### src/rtl/mmu_tlb_if.sv
// mmu_tlb_if: groups the request/response signals of mmu_tlb.
//   master : control and lookup source (drives requests, receives results)
//   slave  : the TLB itself
// Request signals : stall, mmu_en, mmu_update, tlb_wr, wr_vpage, wr_ppage,
//                   tlb_flush, vaddr_in, lookup_valid
// Result signals  : paddr_o, mmu_error_o, hit_idx_o, miss_cnt_o
interface mmu_tlb_if #(
    parameter int PAGE_NUM_WIDTH = 20,
    parameter int ENTRIES        = 4
);
    localparam int IDX_W = $clog2(ENTRIES);

    logic                      stall;
    logic                      mmu_en;
    logic                      mmu_update;
    logic                      tlb_wr;
    logic [PAGE_NUM_WIDTH-1:0] wr_vpage;
    logic [PAGE_NUM_WIDTH-1:0] wr_ppage;
    logic                      tlb_flush;
    logic [31:0]               vaddr_in;
    logic                      lookup_valid;
    logic [31:0]               paddr_o;
    logic                      mmu_error_o;
    logic [IDX_W-1:0]          hit_idx_o;
    logic [15:0]               miss_cnt_o;

    modport master (
        output stall, mmu_en, mmu_update, tlb_wr, wr_vpage, wr_ppage,
               tlb_flush, vaddr_in, lookup_valid,
        input  paddr_o, mmu_error_o, hit_idx_o, miss_cnt_o
    );

    modport slave (
        input  stall, mmu_en, mmu_update, tlb_wr, wr_vpage, wr_ppage,
               tlb_flush, vaddr_in, lookup_valid,
        output paddr_o, mmu_error_o, hit_idx_o, miss_cnt_o
    );
endinterface

### src/rtl/mmu_tlb.sv
// mmu_tlb: fully associative, zero-latency TLB for 4 KB pages.
// Ports:
//   clk   - single clock, rising edge
//   rst_n - synchronous active-low reset
//   bus   - mmu_tlb_if.slave: write/flush/enable controls, lookup address,
//           translated address, miss flag, hit index and miss counter
// Optional feature: define MMU_TLB_MISS_CNT_EN to build the saturating miss
// counter; otherwise miss_cnt_o is tied to zero.
module mmu_tlb #(
    parameter int PAGE_NUM_WIDTH = 20,
    parameter int ENTRIES        = 4
) (
    input  logic      clk,
    input  logic      rst_n,
    mmu_tlb_if.slave  bus
);
    localparam int IDX_W = $clog2(ENTRIES);
    localparam int OFF_W = 32 - PAGE_NUM_WIDTH;

    logic [ENTRIES-1:0]        valid_q, valid_d;
    logic [PAGE_NUM_WIDTH-1:0] vpage_q [ENTRIES];
    logic [PAGE_NUM_WIDTH-1:0] vpage_d [ENTRIES];
    logic [PAGE_NUM_WIDTH-1:0] ppage_q [ENTRIES];
    logic [PAGE_NUM_WIDTH-1:0] ppage_d [ENTRIES];
    logic [IDX_W-1:0]          vptr_q, vptr_d;
    logic                      mmu_en_q, mmu_en_d;

    logic                      wr_act, fl_act, en;
    logic [PAGE_NUM_WIDTH-1:0] lk_vpage;
    logic [ENTRIES-1:0]        valid_eff;
    logic                      dup_hit, free_found;
    logic [IDX_W-1:0]          dup_idx, free_idx, vptr_base, wr_idx;
    logic                      st_hit, byp_hit, hit;
    logic [IDX_W-1:0]          st_idx;
    logic [PAGE_NUM_WIDTH-1:0] hit_ppage;
    logic [31:0]               paddr;
    logic                      err;
    logic [IDX_W-1:0]          hit_idx;

    assign wr_act   = bus.tlb_wr & ~bus.stall;
    assign fl_act   = bus.tlb_flush & ~bus.stall;
    assign en       = bus.mmu_update ? bus.mmu_en : mmu_en_q;
    assign lk_vpage = bus.vaddr_in[31 -: PAGE_NUM_WIDTH];

    // Write-side view of the valid bits: a concurrent flush is applied
    // before the write chooses its slot.
    assign valid_eff = fl_act ? '0 : valid_q;
    assign vptr_base = fl_act ? '0 : vptr_q;

    // Duplicate detection and lowest free slot, both lowest-index first.
    always_comb begin
        dup_hit    = 1'b0;
        dup_idx    = '0;
        free_found = 1'b0;
        free_idx   = '0;
        for (int unsigned i = 0; i < ENTRIES; i++) begin
            if (!dup_hit && valid_eff[i] && vpage_q[i] == bus.wr_vpage) begin
                dup_hit = 1'b1;
                dup_idx = IDX_W'(i);
            end
            if (!free_found && !valid_eff[i]) begin
                free_found = 1'b1;
                free_idx   = IDX_W'(i);
            end
        end
    end

    always_comb begin
        if (dup_hit)         wr_idx = dup_idx;
        else if (free_found) wr_idx = free_idx;
        else                 wr_idx = vptr_base;
    end

    // Stored lookup sees the entries as they are this cycle; lowest index wins.
    always_comb begin
        st_hit = 1'b0;
        st_idx = '0;
        for (int unsigned i = 0; i < ENTRIES; i++) begin
            if (!st_hit && valid_q[i] && vpage_q[i] == lk_vpage) begin
                st_hit = 1'b1;
                st_idx = IDX_W'(i);
            end
        end
    end

    // A write in flight overrides stored data for its own vpage, reporting
    // the slot it is about to occupy.
    assign byp_hit   = wr_act && (bus.wr_vpage == lk_vpage);
    assign hit       = byp_hit | st_hit;
    assign hit_ppage = byp_hit ? bus.wr_ppage : ppage_q[st_idx];

    always_comb begin
        paddr   = bus.vaddr_in;
        err     = 1'b0;
        hit_idx = '0;
        if (en) begin
            if (hit) begin
                paddr   = {hit_ppage, bus.vaddr_in[OFF_W-1:0]};
                hit_idx = byp_hit ? wr_idx : st_idx;
            end else begin
                err = 1'b1;
            end
        end
    end

    assign bus.paddr_o     = paddr;
    assign bus.mmu_error_o = err;
    assign bus.hit_idx_o   = hit_idx;

    always_comb begin
        valid_d  = valid_eff;
        vpage_d  = vpage_q;
        ppage_d  = ppage_q;
        vptr_d   = vptr_base;
        mmu_en_d = mmu_en_q;
        if (wr_act) begin
            valid_d[wr_idx] = 1'b1;
            vpage_d[wr_idx] = bus.wr_vpage;
            ppage_d[wr_idx] = bus.wr_ppage;
            if (!dup_hit) begin
                vptr_d = vptr_base + 1'b1;
            end
        end
        if (bus.mmu_update && !bus.stall) begin
            mmu_en_d = bus.mmu_en;
        end
    end

    always_ff @(posedge clk) begin
        if (!rst_n) begin
            valid_q  <= '0;
            vptr_q   <= '0;
            mmu_en_q <= 1'b0;
        end else begin
            valid_q  <= valid_d;
            vptr_q   <= vptr_d;
            mmu_en_q <= mmu_en_d;
        end
    end

    // Page data needs no reset: it is qualified by the valid bits.
    always_ff @(posedge clk) begin
        vpage_q <= vpage_d;
        ppage_q <= ppage_d;
    end

`ifdef MMU_TLB_MISS_CNT_EN
    logic [15:0] miss_cnt_q, miss_cnt_d;

    always_comb begin
        miss_cnt_d = miss_cnt_q;
        if (bus.lookup_valid && err && !bus.stall && miss_cnt_q != '1) begin
            miss_cnt_d = miss_cnt_q + 16'd1;
        end
    end

    always_ff @(posedge clk) begin
        if (!rst_n) miss_cnt_q <= '0;
        else        miss_cnt_q <= miss_cnt_d;
    end

    assign bus.miss_cnt_o = miss_cnt_q;
`else
    logic unused_lookup_valid;
    assign unused_lookup_valid = bus.lookup_valid;
    assign bus.miss_cnt_o      = '0;
`endif
endmodule
### src/flat_wrapper.sv
// flat-port wrapper written by rule: the top's interface ports become plain ports
module mmu_tlb_flat 
#(
    parameter int PAGE_NUM_WIDTH = 20,
    parameter int ENTRIES        = 4
)
  (clk, rst_n, bus_stall, bus_mmu_en, bus_mmu_update, bus_tlb_wr, bus_wr_vpage, bus_wr_ppage, bus_tlb_flush, bus_vaddr_in, bus_lookup_valid, bus_paddr_o, bus_mmu_error_o, bus_hit_idx_o, bus_miss_cnt_o);
  mmu_tlb_if #(.PAGE_NUM_WIDTH(PAGE_NUM_WIDTH), .ENTRIES(ENTRIES)) bus_i ();
  input  logic clk;
  input  logic rst_n;
  input wire logic [$bits(bus_i.stall)-1:0] bus_stall;
  input wire logic [$bits(bus_i.mmu_en)-1:0] bus_mmu_en;
  input wire logic [$bits(bus_i.mmu_update)-1:0] bus_mmu_update;
  input wire logic [$bits(bus_i.tlb_wr)-1:0] bus_tlb_wr;
  input wire logic [$bits(bus_i.wr_vpage)-1:0] bus_wr_vpage;
  input wire logic [$bits(bus_i.wr_ppage)-1:0] bus_wr_ppage;
  input wire logic [$bits(bus_i.tlb_flush)-1:0] bus_tlb_flush;
  input wire logic [$bits(bus_i.vaddr_in)-1:0] bus_vaddr_in;
  input wire logic [$bits(bus_i.lookup_valid)-1:0] bus_lookup_valid;
  output wire logic [$bits(bus_i.paddr_o)-1:0] bus_paddr_o;
  output wire logic [$bits(bus_i.mmu_error_o)-1:0] bus_mmu_error_o;
  output wire logic [$bits(bus_i.hit_idx_o)-1:0] bus_hit_idx_o;
  output wire logic [$bits(bus_i.miss_cnt_o)-1:0] bus_miss_cnt_o;
  assign bus_i.stall = bus_stall;
  assign bus_i.mmu_en = bus_mmu_en;
  assign bus_i.mmu_update = bus_mmu_update;
  assign bus_i.tlb_wr = bus_tlb_wr;
  assign bus_i.wr_vpage = bus_wr_vpage;
  assign bus_i.wr_ppage = bus_wr_ppage;
  assign bus_i.tlb_flush = bus_tlb_flush;
  assign bus_i.vaddr_in = bus_vaddr_in;
  assign bus_i.lookup_valid = bus_lookup_valid;
  assign bus_paddr_o = bus_i.paddr_o;
  assign bus_mmu_error_o = bus_i.mmu_error_o;
  assign bus_hit_idx_o = bus_i.hit_idx_o;
  assign bus_miss_cnt_o = bus_i.miss_cnt_o;
  mmu_tlb #(.PAGE_NUM_WIDTH(PAGE_NUM_WIDTH), .ENTRIES(ENTRIES)) u_core (.clk(clk), .rst_n(rst_n), .bus(bus_i));
endmodule
### config.mk
export PLATFORM = sky130hd
export DESIGN_NAME = mmu_tlb_flat
export DESIGN_NICKNAME = d
export VERILOG_FILES = /design/src/rtl/mmu_tlb_if.sv /design/src/rtl/mmu_tlb.sv /design/src/flat_wrapper.sv
export SDC_FILE = /design/constraint.sdc
export NUM_CORES = 1
export LEC_CHECK = 0
export ABC_AREA = 1
export BUFFER_PORTS_ARGS = -buffer_cell sky130_fd_sc_hd__buf_2
export CAP_MARGIN = 20
export CELL_PAD_IN_SITES_DETAIL_PLACEMENT = 1
export CELL_PAD_IN_SITES_GLOBAL_PLACEMENT = 1
export CORE_UTILIZATION = 40
export CTS_BUF_LIST = sky130_fd_sc_hd__clkbuf_8
export DETAILED_ROUTE_END_ITERATION = 6
export HOLD_SLACK_MARGIN = 0.08
export PLACE_DENSITY = 0.81
export SLEW_MARGIN = 20
export SYNTH_ARGS = -nofsm -noshare
export SYNTH_HDL_FRONTEND = slang
export SYNTH_SLANG_ARGS = --single-unit
### constraint.sdc
create_clock -name clk -period 3.6 [get_ports clk]
set_input_delay 0.72 -clock clk [delete_from_list [all_inputs] [get_ports clk]]
set_output_delay 0.72 -clock clk [all_outputs]
set_load 0.02 [all_outputs]
==> results of run 1 <==
[report_power, final]
part / switching, W / internal [W] / leakage, nW
Clock: 0.000936 / 0.000523 / 0.203
Combinational: 0.000495 / 0.000296 / 4.89
Sequential: 0.0000215 / 0.00216 / 1.51
Total: 0.00145 / 0.00298 / 6.60
[repair_timing]
item	in CTS	in global routing
gates resized for setup	41	254
endpoints found under the setup margin	22	22
buffers inserted	16	20
pin swaps	16	87
cloned	4	14
[metrics by stage]
stage          hold WS [ns]  cells  total power, W  utilization  worst slack, ns
2_1_floorplan         0.482   1432         0.00259            -            0.501
3_3_place_gp          0.492   1933         0.00289        0.481           -0.389
3_5_place_dp          0.525   1933         0.00291        0.481           -0.496
4_1_cts               0.433   1985         0.00431        0.511         0.000781
5_1_grt               0.434   2018         0.00453        0.560           -0.315
6_report              0.449   2018         0.00443        0.560           -0.254
[metal layers]
metal  part of all wire  vias up  track usage
met5                  0        -            0
met4              0.087        0        0.197
met3              0.062      235       0.0374
met2               0.48      640        0.582
met1               0.37     5653        0.396
li1                   -     5081            -
[kinds of logic (layout without fill, tap and decap cells)]
kind of cell           after synthesis  in the layout  share of synthesized area
AO/OA/AOI/OAI                       66             66                     0.0336
flip-flops                         167            167                      0.460
buffers and inverters              231            481                     0.0994
other                                1             16                   0.000349
AND/OR/NAND/NOR                    883            884                      0.351
XOR/XNOR                            69             69                     0.0562
[area by class of cell]
| cell class | instances | area (um2) | share of cell area |
|---|---|---|---|
| multi-input combinational | 1035 | 5490 | 0.374 |
| sequential | 167 | 4940 | 0.337 |
| timing repair buffer | 302 | 2870 | 0.195 |
| inverter | 147 | 571 | 0.0389 |
| tap | 335 | 419 | 0.0285 |
| clock buffer | 17 | 234 | 0.0159 |
| clock inverter | 15 | 156 | 0.0107 |
[state kept, by name, indices dropped and copies added (netlist names)]
signal,flops
u_core.vpage_q,80
u_core.valid_q,4
u_core.vptr_q,2
u_core.ppage_q,80
u_core.mmu_en_q,1
[cell usage in the layout (no fill, tap or decap), drive strengths merged]
cell,n
nand2,438
buf,286
nor2,216
edfxtp,160
inv,154
nand3,125
o21ai,44
nand4,40
xor2,36
nor3,36
xnor2,33
clkbuf,33
conb,16
nand3b,11
a21oi,9
or2,8
dfxtp,7
clkinv,7
nor3b,6
o22ai,5
o2111ai,3
nor4,2
o211ai,2
a211oi,1
and3,1
a22oi,1
nor2b,1
clkinvlp,1
o221ai,1
[worst paths after layout]
path | end | slack, ns | cells after the start
worst max-delay path | bus_paddr_o[25] | -0.25 | 15
worst min-delay path | u_core.ppage_q[17] | 0.45 | 1
worst max register to register | u_core.vpage_q[43] | 0.73 | 14
worst min register to register | u_core.mmu_en_q | 0.54 | 2
==> results.toml, run 1 <==
[outcome]
status = "finished, violations left"
violations = "design-rule violations, negative setup slack"

[finish]
fin_area_um2 = 14700
nFillCells = 3123
syn2layout_area_growth_pct = 36.5
drive_gt1_frac = 0.314
nets = 1750
antennaDiodeCount = 0

[floorplanning]
dieArea_um2 = 27600
fp.dieH_um = 166
fp-row-count = 59
coreArea_um2 = 26200
ios = 131
start_util = 0.411
die_x_um = 166

[clock_tree]
clk_path_buf_depth = 2
clock-sinks = 167
htree_levels = 4
path_clk_slew_ns = 0.13
clock_latency_ns = 0.51
root_buffer = "clkbuf_8"
numCtsBuffers = 17
tritoncts = "yes"
hold_buffers = 0

[grt]
grt_pass1_wl_um = 67300
track_usage = 0.333
grt_max_degree = 41
grt_pass1_vias = 11201
grt-ovfl-total = 0
antenna_found_initial = 0

[timing]
finalCritPeriodShare = 1.07
final.setup.tns_ns = -3.22
final.setup.worst_slack_ns = -0.254
fin_crit_ns = 3.85
drv_slew = 0
rsz0062_at_grt = "true"
clock_skew_ns = 0.0316
finalHoldViolCount = 0
clock.fmax_mhz = 259
setup_viol = 21

[yosys]
ys_seq_area_frac = 0.460
synthTopCellsByCount = "nand2_1, nor2_1, edfxtp_1"
ys_seq_elements = 167
syn_inst = 1417
ys_warn_count = 0
synth.cell_area_um2 = 10800
synth_top_area_frac = 0.447
ys.flop_type = "edfxtp_1"
synthTopCellsByArea = "edfxtp_1, nand2_1, nor2_1"
synth_top_area_cell = "edfxtp_1"
yosysUniqueCellTypes = 40
synth_edf_count = 160
yosysMostFrequentCell = "nand2_1"
postSynthAreaPerCell_um2 = 7.59
async_flop_share = 0

[pwr]
max-vdd-ir-drop_v = 0.000220
leakagePower_nw = 6.60
p_per_area_nw_per_um2 = 302

[worst_setup_path]
path_cells = "buf_2, buf_4, nand2_1, nand2_1, inv_1, nand4_1, nor3_2, nand4_1, nand3b_1, nand2_4, clkbuf_16, nor2_1, nand2_1, nand2_1, buf_4"
path_buf_inv = 5
path_class = "input pin to output pin"
startpoint_type = "input pin"
crit_family = "simple AND/OR/NAND/NOR gates"
cp.arrival_ns = 3.13
required_ns = 2.88
timing.rr.start = "u_core.vpage_q[54]"
slowest_delay_ns = 0.29
crit_top_cell = "nand2_1"
critPathSlowestCell = "nand3b_1"
critical_path.startpoint = "bus_vaddr_in[30]"
cp-end-kind = "output pin"
cp_max_fo = 7

[job]
cap_viol_max_count = 0

[routing]
vias_per_cell = 5.75
drt_iter0_drc = 979
firstDrtPassIters = 7
drcViolationCount = 11
via_count = 11609
postRouteAntennaNets = 0
totalWireLength_um = 52700
wire_per_inst_um = 26.1

[placement]
port_buffers = 89
dp_hpwl_um = 34600
postPlaceCellArea_um2 = 12600
place_congestion = 0.984

[worst_hold_path]
min_from = "bus_wr_ppage[17]"
hold_path_class = "input pin to register"
No activity file was read; power rests on OpenSTA's default activity.
==> inputs of run 2 (changes only) <==
--- a/config.mk
+++ b/config.mk
@@ -10,11 +10,12 @@
 export CAP_MARGIN = 20
 export CELL_PAD_IN_SITES_DETAIL_PLACEMENT = 1
 export CELL_PAD_IN_SITES_GLOBAL_PLACEMENT = 1
-export CORE_UTILIZATION = 40
+export CORE_UTILIZATION = 30
 export CTS_BUF_LIST = sky130_fd_sc_hd__clkbuf_8
 export DETAILED_ROUTE_END_ITERATION = 6
+export GPL_ROUTABILITY_DRIVEN = 0
 export HOLD_SLACK_MARGIN = 0.08
-export PLACE_DENSITY = 0.81
+export PLACE_DENSITY = 0.65
 export SLEW_MARGIN = 20
 export SYNTH_ARGS = -nofsm -noshare
 export SYNTH_HDL_FRONTEND = slang
==> run 2 against run 1 <==
- the run now ends clean
- largest cell class unchanged
- power fell by 2.1%
- die area up 33%
- first-iteration DRC count is 43% lower
- setup slack improved by 0.34 ns
==> results.toml, run 2 (synthesis gave the netlist of run 1 again) <==
[outcome]
status = "finished clean"

[floorplanning]
coreArea_um2 = 34900
start_util = 0.308
dieArea_um2 = 36600
fp.dieH_um = 191
fp-row-count = 68
die_x_um = 191
ios = 131

[finish]
drive_gt1_frac = 0.187
final_cell_mix = "nand2_1, nor2_1, edfxtp_1, inv_1, nand3_1"
nFillCells = 4298
syn2layout_area_growth_pct = 19.0
antennaDiodeCount = 0
utilization = 0.367
layout_commonest_cell = "nand2_1"
largest_registers = "u_core.ppage_q (80), u_core.vpage_q (80), u_core.valid_q (4)"
multi_input_area_um2 = 4950
layout.area.seq_um2 = 4940
nets = 1625

[worst_hold_path]
hold_path_class = "input pin to register"
hold_depth = 1
min_from = "bus_wr_ppage[1]"
hold_end = "u_core.ppage_q[61]"

[pwr]
p_per_area_nw_per_um2 = 339
leakagePower_nw = 5.69
max-vdd-ir-drop_v = 0.000317
total_power_w = 0.00434

[routing]
wire_per_inst_um = 21.0
vias_per_cell = 4.99
postRouteAntennaNets = 0
drt_iter0_drc = 557
drcViolationCount = 0
firstDrtPassIters = 5
totalWireLength_um = 42200
via_count = 10040

[clock_tree]
clock_latency_ns = 0.52
numCtsBuffers = 17
tritoncts = "yes"
path_clk_slew_ns = 0.11
clock-sinks = 167
root_buffer = "clkbuf_8"
clk_path_buf_depth = 2
htree_levels = 4

[timing]
setup_viol = 0
final.setup.worst_slack_ns = 0.0855
drv_slew = 0
rsz0062_at_grt = "true"
finalHoldViolCount = 0
clock.fmax_mhz = 285
clock_skew_ns = 0.0223
hold_ws_ns = 0.434
finalCritPeriodShare = 0.976
fin_crit_ns = 3.51

[placement]
dp_hpwl_um = 33000
post-place-ws_ns = -0.0158
port_buffers = 89

[worst_setup_path]
crit_family = "simple AND/OR/NAND/NOR gates"
slowest_delay_ns = 0.40
crit_top_cell = "nand2_1"
path_class = "register to output pin"
critical_path.startpoint = "u_core.vpage_q[45]"
cp-end-kind = "output pin"
critPathSlowestCell = "edfxtp_1"
path_cells = "inv_1, nand2_1, nand2_1, nor2_2, nand4_1, nor2_2, nand3_4, nand2_4, nand2_4, buf_12, nand2_1, nand3_1, nand2_1, nand2_1, nand2_1, nand2_1, buf_4"
cp.arrival_ns = 2.79
timing.rr.start = "u_core.vpage_q[60]"
required_ns = 2.88
startpoint_type = "register"
reg2reg_to = "u_core.ppage_q[24]"
cp_max_fo = 26
rrSetupSlack_ns = 0.85
reg2reg_depth = 12
path_buf_inv = 3

[grt]
grt_pass1_vias = 10198
grt-ovfl-total = 0
track_usage = 0.233
grt_pass1_wl_um = 61300
antenna_found_initial = 0
grt_max_degree = 41

[job]
cap_viol_max_count = 0
## run 2: cell count changes in the layout (fill, tap and decap cells not counted), moves of 7 or more
cell	before	now
buf_12	24	13
buf_2	50	72
buf_4	167	77
buf_6	38	2
clkbuf_16	11	1
clkbuf_4	5	13
nand2_1	372	420
nand2_2	48	16
nand2_4	16	2
nand3_1	88	120
nand3_2	31	3
nor2_1	181	203
nor2_2	26	10
nor2_4	9	2
## run 2: layout make-up
class / instances / share of cell area
flip-flops and latches: 167 / 0.386
well taps: 455 / 0.0445
multi-input cells: 1034 / 0.387
clock inverters: 15 / 0.0159
repair buffers: 178 / 0.105
inverters: 147 / 0.0438
clock buffers: 17 / 0.0183
## run 2: worst max-delay path by stage
stage | to | depth (start not counted) | slack (ns)
after floorplan | bus_hit_idx_o[0] | 15 | 0.50
after global placement | bus_paddr_o[25] | 18 | 0.006
after detailed placement | bus_paddr_o[25] | 18 | -0.02
after CTS | bus_paddr_o[16] | 14 | 0.005
after global routing | bus_paddr_o[16] | 18 | -0.06
final | bus_paddr_o[21] | 17 | 0.09
## run 2: per-layer routing
| layer | up-vias | part of all wire | routed length (um) | GRT usage |
|---|---|---|---|---|
| li1 | 4813 | - | - | - |
| met1 | 4921 | 0.44 | 18600 | 0.292 |
| met2 | 243 | 0.49 | 20600 | 0.399 |
| met3 | 63 | 0.041 | 1720 | 0.0334 |
| met4 | 0 | 0.032 | 1360 | 0.0992 |
| met5 | - | 0 | 0 | 0 |
## run 2: timing repair
item	CTS	global route
setup endpoints to repair	12	22
pin swaps	2	8
setup buffers	0	24
hold buffers	0	0
cloned	0	1
resized for setup	3	61
## run 2: report_power, final
group,switching [W],internal [W],total (W)
Sequential,0.0000194,0.00216,0.00218
Clock,0.000868,0.000662,0.00153
Combinational,0.000427,0.000204,0.000631
Total,0.00131,0.00303,0.00434
## run 2: stage by stage
step                      cell area [um2]  setup TNS, ns  instances
after detailed placement            11900        -0.0489       1956
after global routing                12800         -0.411       2013
after CTS                           12400              0       1988
after floorplan                     10800              0       1432
final                               12800              0       2013
after global placement              11900              0       1956
==> inputs of run 3 (changes only) <==
--- a/config.mk
+++ b/config.mk
@@ -6,7 +6,8 @@
 export NUM_CORES = 1
 export LEC_CHECK = 0
 export ABC_AREA = 1
-export BUFFER_PORTS_ARGS = -buffer_cell sky130_fd_sc_hd__buf_2
+export ABC_CLOCK_PERIOD_IN_PS = 3600
+export BUFFER_PORTS_ARGS = -buffer_cell sky130_fd_sc_hd__buf_4
 export CAP_MARGIN = 20
 export CELL_PAD_IN_SITES_DETAIL_PLACEMENT = 1
 export CELL_PAD_IN_SITES_GLOBAL_PLACEMENT = 1
==> run 3 against run 2 <==
- fmax is 1.0% lower
- routed wire length is 3.7% higher
- sequential share of layout area is 2.0 points lower
- clock power is 5% lower
- power is 0.58% lower
- sequential cell count stayed put
==> results.toml, run 3 (synthesis gave the netlist of run 1 again) <==
[outcome]
status = "finished clean"

[floorplanning]
start_util = 0.308
fp-row-count = 68
ios = 131
die_x_um = 191
fp.dieH_um = 191
dieArea_um2 = 36600
coreArea_um2 = 34900

[clock_tree]
path_clk_slew_ns = 0.11
clock-sinks = 167
tritoncts = "yes"
clk_path_buf_depth = 2
root_buffer = "clkbuf_8"
numCtsBuffers = 17
clock_latency_ns = 0.51
htree_levels = 4

[worst_setup_path]
crit_top_cell = "nand2_1"
cp_max_fo = 5
critPathSlowestCell = "nor2_4"
startpoint_type = "input pin"
cp.arrival_ns = 2.83
path_cells = "buf_4, buf_4, nand2_1, nand2_1, nor2_1, nand2_1, nor2_2, nand2_2, nor2_4, inv_2, nand2_4, inv_4, nor2_4, clkbuf_16, nand3_1, nand2_1, nand2_1, nand2_1, nand2_2, buf_6"
cp-end-kind = "output pin"
path_class = "input pin to output pin"
slowest_delay_ns = 0.21
rrSetupSlack_ns = 0.81
required_ns = 2.88

[routing]
firstDrtPassIters = 5
drcViolationCount = 0
vias_per_cell = 5.09
wire_per_inst_um = 21.5
postRouteAntennaNets = 0
drt_iter0_drc = 602
totalWireLength_um = 43700
via_count = 10329

[grt]
grt_pass1_wl_um = 62100
antenna_found_initial = 0
grt_max_degree = 41
track_usage = 0.234
grt_pass1_vias = 10252
grt-ovfl-total = 0

[finish]
layout_commonest_cell = "nand2_1"
final_cell_mix = "nand2_1, nor2_1, edfxtp_1, buf_4, inv_1"
syn2layout_area_growth_pct = 25.4
layout.area.seq_um2 = 4940
utilization = 0.387
final_cells = 2031
nets = 1643
antennaDiodeCount = 0
drive_gt1_frac = 0.228
multi_input_area_um2 = 5150
largest_registers = "u_core.ppage_q (80), u_core.vpage_q (80), u_core.valid_q (4)"
nFillCells = 4248

[pwr]
leakagePower_nw = 5.92
max-vdd-ir-drop_v = 0.000217
p_per_area_nw_per_um2 = 320

[timing]
final.setup.worst_slack_ns = 0.0491
final.setup.tns_ns = 0
fin_crit_ns = 3.55
clock.fmax_mhz = 282
rsz0062_at_grt = "true"
finalHoldViolCount = 0
drv_slew = 0
clock_skew_ns = 0.0215
setup_viol = 0
hold_ws_ns = 0.421
finalCritPeriodShare = 0.986

[worst_hold_path]
hold_path_class = "input pin to register"

[placement]
port_buffers = 89
dp_cells = 1959
dp_hpwl_um = 33300
post-place-ws_ns = 0.0371

[job]
cap_viol_max_count = 0
-- run 3: cell types whose count changed in the layout (fill, tap and decap cells not counted), moves of 4 or more --
cell	previous run	this run
nand3_2	3	15
clkbuf_4	13	0
inv_2	22	31
buf_4	77	158
buf_2	72	0
nand2_1	420	398
buf_6	2	16
inv_1	121	113
nand3_1	120	107
nand2_2	16	34
o21ai_2	0	4
clkbuf_16	1	8
-- run 3: metal layers --
metal | global-route usage | share of wire
met1 | 0.299 | 0.43
met2 | 0.401 | 0.49
met3 | 0.0327 | 0.042
met4 | 0.0827 | 0.032
met5 | 0 | 0
-- run 3: metrics by stage --
step | instance area (um2) | power [W]
global placement | 12200 | 0.00285
floorplan | 10800 | 0.00259
detailed placement | 12200 | 0.00286
global route | 13500 | 0.00448
finish | 13500 | 0.00432
CTS | 12600 | 0.00431
-- run 3: where the power goes --
part	internal [W]	switching [W]	leakage (nW)
Clock	0.000590	0.000873	0.204
Sequential	0.00216	0.0000203	1.51
Combinational	0.000236	0.000436	4.20
Total	0.00299	0.00133	5.92
-- run 3: path summary, 6_finish.rpt --
kind	from	endpoint	depth (start not counted)
worst max-delay path	bus_vaddr_in[17]	bus_paddr_o[28]	20
worst min register to register	u_core.mmu_en_q	u_core.mmu_en_q	2
worst min-delay path	bus_wr_ppage[1]	u_core.ppage_q[41]	1
worst max register to register	u_core.vpage_q[60]	u_core.ppage_q[20]	12
-- run 3: what timing repair did --
action	4_1_cts	5_1_grt
endpoints found under the setup margin	2	22
hold buffers	0	0
pin swaps	1	35
hold endpoints to repair	0	0
buffers inserted	2	29
gates resized for setup	1	127
cloned	0	10
-- run 3: worst max-delay path, delay by kind of cell --
family	cells	cell delay [ns]
buffers and inverters	6	0.74
and+or+nand+nor	14	1.37
-- run 3: cell type report --
cell class,instances,area share
clock inverters,15,0.0134
well taps,455,0.0422
repair buffers,196,0.137
inverters,147,0.0419
clock buffers,17,0.0173
flip-flops and latches,167,0.367
multi-input cells,1034,0.382
